File: src/rtl/pc_sequencer.sv
// Program-counter sequencer: picks next PC from sequential / relative branch /
// absolute jump, pulses flush and masks pc_valid for the wrong-path slots.
module pc_sequencer #(
  parameter int PC_W = 16,
  parameter int OFF_W = 8,
  parameter int FLUSH_CYCLES = 1,
  parameter logic [PC_W-1:0] RESET_PC = '0
) (
  input  logic             clk,
  input  logic             reset,
  input  logic             stall,
  input  logic             inst_valid,
  input  logic             MP,
  input  logic             JMP,
  input  logic [OFF_W-1:0] offset,
  input  logic [PC_W-1:0]  target,
  output logic [PC_W-1:0]  pc,
  output logic             pc_valid,
  output logic             flush,
  output logic [7:0]       taken_cnt,
  output logic             fsm_state
);

  typedef enum logic {RUN = 1'b0, FLUSH = 1'b1} state_t;

  localparam logic [1:0] CNT_INIT = 2'(FLUSH_CYCLES - 1);

  state_t            state, state_n;
  logic [1:0]        cnt, cnt_n;
  logic [PC_W-1:0]   pc_n;
  logic              pc_valid_n;
  logic              flush_n;
  logic [7:0]        taken_cnt_n;
  logic [PC_W-1:0]   off_ext;
  logic              taken;

  assign off_ext   = {{(PC_W-OFF_W){offset[OFF_W-1]}}, offset};
  assign fsm_state = (state == FLUSH);

  always_ff @(posedge clk or posedge reset) begin
    if (reset) begin
      state     <= RUN;
      cnt       <= 2'd0;
      pc        <= RESET_PC;
      pc_valid  <= 1'b1;
      flush     <= 1'b0;
      taken_cnt <= 8'd0;
    end else begin
      state     <= state_n;
      cnt       <= cnt_n;
      pc        <= pc_n;
      pc_valid  <= pc_valid_n;
      flush     <= flush_n;
      taken_cnt <= taken_cnt_n;
    end
  end

  // MP/JMP/offset/target are only sampled when inst_valid=1 and stall=0 in RUN;
  // the nested ifs keep unknown MP/JMP values out of the next-state logic otherwise.
  always_comb begin
    state_n     = state;
    cnt_n       = cnt;
    pc_n        = pc;
    pc_valid_n  = pc_valid;
    flush_n     = 1'b0;
    taken_cnt_n = taken_cnt;
    taken       = 1'b0;
    case (state)
      RUN: begin
        if (!stall) begin
          pc_n = pc + PC_W'(1);
          if (inst_valid) begin
            if (JMP) begin
              pc_n  = target;
              taken = 1'b1;
            end else if (MP) begin
              pc_n  = pc + PC_W'(1) + off_ext;
              taken = 1'b1;
            end
          end
          if (taken) begin
            state_n     = FLUSH;
            flush_n     = 1'b1;
            pc_valid_n  = 1'b0;
            cnt_n       = CNT_INIT;
            taken_cnt_n = (taken_cnt == 8'hFF) ? taken_cnt : taken_cnt + 8'd1;
          end
        end
      end
      FLUSH: begin
        if (cnt == 2'd0) begin
          state_n    = RUN;
          pc_valid_n = 1'b1;
        end else begin
          cnt_n = cnt - 2'd1;
        end
      end
      default: state_n = RUN;
    endcase
  end

endmodule

File: config.mk
export PLATFORM = sky130hd
export DESIGN_NAME = pc_sequencer
export DESIGN_NICKNAME = d
export VERILOG_FILES = /design/src/rtl/pc_sequencer.sv
export SDC_FILE = /design/constraint.sdc
export NUM_CORES = 1
export LEC_CHECK = 0
export BUFFER_PORTS_ARGS = -buffer_cell sky130_fd_sc_hd__buf_4
export CORE_MARGIN = 2
export CORE_UTILIZATION = 40
export DETAILED_ROUTE_END_ITERATION = 12
export GPL_ROUTABILITY_DRIVEN = 0
export PLACE_DENSITY = 0.59
export SLEW_MARGIN = 0
export SYNTH_ARGS = -nofsm -noshare
export SYNTH_HDL_FRONTEND = slang
export SYNTH_SLANG_ARGS = --single-unit
File: constraint.sdc
create_clock -name clk -period 5.9 [get_ports clk]
set_clock_uncertainty 0.2 [all_clocks]
set_input_delay 0.885 -clock clk [delete_from_list [all_inputs] [get_ports clk]]
set_output_delay 0.885 -clock clk [all_outputs]
set_load 0.01 [all_outputs]
==> results by group <==
Finish
  – ANT cells: 0
  – Fin cells: 460
  – Final net count: 435
  – Layout cells sized above 1: 0.198
  – Fill count: 669
  – P&R area growth vs syn: 19.5%
  – Final core occ: 0.501

Detailed routing
  – Vias per std cell: 5.85
  – Via Count: 2689
  – DRT iter0 DRCs: 134
  – Drt pass-1 iters: 4
  – Final antenna-violating net count: 0
  – Routed WL per cell: 17.4 um
  – Drt drc: 0
  – Post-Route WL: 7990 um

Die
  – DIE AREA: 7440 um2
  – Initial Util: 0.419
  – Overall die width: 86.2 um
  – Die height: 86.2 um
  – Row count: 29
  – Core Area: 6460 um2
  – I/O pins: 57

CTS
  – CTS tree: built
  – Clock buffer depth: 2
  – H-tree depth: 2
  – Post_cts resized: 0
  – Clk_lat worst skew: 0.28 ns
  – Post-CTS Repair Setup Buffers: 0
  – Clk sinks: 29
  – CTS Root Cell: clkbuf_8
  – TritonCTS buffer count: 5
  – Clock slew at reported path FFs: 0.07 ns
  – CTS Hold Bufs: 0

Power
  – Leakage power: 1.47 nW
  – Sw power: 462 uW
  – Clock Power Share: 0.153
  – Seq pwr share: 0.307
  – Pint: 591 uW
  – Sw Share: 0.439
  – IR drop worst, VDD: 197 uV
  – P per Cell Area: 326 nW/um2
  – Combinational Power Share: 0.540

Worst setup path
  – Crit path max fanout: 8
  – Worst EP required: 5.91 ns
  – Critical path class: flop to flop
  – CP startpoint: pc[0]$_DFFE_PP0P_
  – R2R depth: 13
  – Critical Path Sink: pc[15]$_DFFE_PP0P_
  – R2R Setup Slk: 1.92 ns
  – Crit path capture type: flop
  – CP Launch Type: flop
  – Reg2reg start: pc[0]$_DFFE_PP0P_
  – Worst Path Arrival: 3.98 ns
  – R2r endpoint: pc[15]$_DFFE_PP0P_

Placement
  – Placed cells: 452
  – PortBufs: 56
  – DP HPWL: 6180 um

Global routing
  – GRT overflow: 0
  – First-pass GRT wire length: 12800 um
  – Antenna violations before repair: 0
  – Total GRT Usage: 0.221
  – Vias in the first global route: 2517
  – Largest net degree at the start of global routing: 30

Timing
  – Fin crit share: 0.674
  – # setup viols final: 0
  – Peak Freq: 252 MHz
  – Final slew viol count: 0
  – Unrepaired setup endpoints after global routing: false
  – Slew @ Worst Pin: 0.747 ns
  – Worst rel slew slack: 0.499
  – Setup TNS Final: 0 ns
  – Min Hold Slack: 0.306 ns
  – Final Hold Violating Endpoints: 0
  – Final min period: 3.98 ns

Run status
  – Outcome: finished, final reports clean

Synth
  – Largest area contributor in the netlist: dfrtp_1
  – Yosys cell types: 66
  – Synth async-reset ratio: 1.00
  – #FFs+latches synth: 29
  – Avg Cell Area, Syn: 8.20 um2
  – Synth area leaders: dfrtp_1, ha_1, xnor2_1
  – Syn. warnings: 0
  – Syn nets: 383
  – Number of flops mapped to enable cells by yosys: 0
  – Main synth FF type: dfrtp_1
  – Top-area cell type share of the netlist area: 0.259
  – Mapped Area: 2710 um2
  – Synth Instances: 330
  – Seq/Total Area, Yosys: 0.269

Hold path
  – Worst hold-check path type: flop to flop
  – Hold_sp: cnt[0]$_DFFE_PP0P_

Flow run
  – Max Cap Violations: 0
[through the flow]
step	total power, mW	instance area [um2]	setup WS [ns]
floorplan	0.698	2710	2.20
global placement	0.892	3150	2.11
detailed placement	0.894	3150	1.98
CTS	1.06	3230	1.95
global route	1.14	3230	1.51
finish	1.05	3230	1.92
[synth_stat cells (all sizes together), types with 9 or more instances]
cell type and count:
dfrtp 28, inv 12, and3 9, o21ai 28, nand2 34, ha 22, xnor2 15, nor2 27
clkbuf 10, a21oi 17, xor2 12, nor3 9, nand3 18
[how the worst min path moves through the flow]
stage / end / slack, ns / depth (start not counted)
6_report: cnt[0]$_DFFE_PP0P_ / 0.31 / 1
5_1_grt: cnt[0]$_DFFE_PP0P_ / 0.31 / 1
4_1_cts: cnt[0]$_DFFE_PP0P_ / 0.30 / 1
3_5_place_dp: cnt[0]$_DFFE_PP0P_ / 0.28 / 1
3_3_place_gp: cnt[0]$_DFFE_PP0P_ / 0.28 / 1
2_1_floorplan: cnt[0]$_DFFE_PP0P_ / 0.26 / 1
[final cells by class]
cell class / count / area, um2 / area share
well taps: 77 / 96.3 / 0.0298
flip-flops and latches: 29 / 727 / 0.225
repair buffers: 58 / 435 / 0.135
clock inverters: 2 / 10.0 / 0.00310
inverters: 12 / 45.0 / 0.0139
multi-input cells: 276 / 1850 / 0.571
clock buffers: 6 / 72.6 / 0.0224
[layout by cell type, fill, tap and decap left out, types with 2 or more instances in the layout]
cell type   n
nor2b_1     3
o21ai_0    25
o31a_1      2
and4_1      4
o21bai_1    4
xor2_1     12
xnor2_1    15
buf_4      58
nor2_1     26
a22oi_1     3
a221oi_1    3
o21ai_1     3
a31oi_1     6
inv_1      12
nor3_1      9
a21oi_1    17
clkbuf_8    5
o22ai_1     6
nand3_1    18
a41oi_1     2
and3_1      8
o21a_1      2
ha_1       22
clkinv_2    2
dfrtp_1    28
nand2_1    34
o31ai_1     5
o211ai_1    2
nand4_1     7
nand2b_1    3
a211o_1     2
o32ai_1     2
[kinds of logic after synthesis]
kind of cell,synth area share
buf+inv,0.0486
xor+xnor,0.0874
mux,0.00971
flops,0.269
simple gates,0.227
compound gates,0.250
fa+ha+maj,0.109
[registers in the layout, summed over array words and instances (netlist names)]
register	cells
pc	16
pc_valid	1
flush	1
cnt	2
fsm_state	1
taken_cnt	8
[worst max-delay path: stages, from the launching register on]
cell	delay [ns]
dfrtp_1	0.47
ha_1	0.29
and2_1	0.29
nand3_1	0.27
nor2_1	0.25
xor2_1	0.17
ha_1	0.31
a21oi_1	0.32
a21oi_1	0.10
or2b_1	0.25
and3_1	0.18
mux2_4	0.26
or3b_1	0.38
a31oi_1	0.16
[power groups by stage]
| stage | clock, mW | combinational, mW | sequential [mW] |
|---|---|---|---|
| 2_1_floorplan | 0 | 0.369 | 0.329 |
| 3_3_place_gp | 0 | 0.568 | 0.323 |
| 3_5_place_dp | 0 | 0.568 | 0.326 |
| 4_1_cts | 0.166 | 0.571 | 0.323 |
| 5_1_grt | 0.177 | 0.633 | 0.335 |
| 6_report | 0.161 | 0.568 | 0.323 |
[per-layer routing]
layer  vias to the layer above  part of all wire  GRT usage
met5                         -                 0          0
met1                      1249              0.45      0.310
met3                        17             0.081     0.0610
met2                        95              0.45      0.335
met4                         0             0.025     0.0639
li1                       1328                 -          -
(Power assumes the default switching activity.)
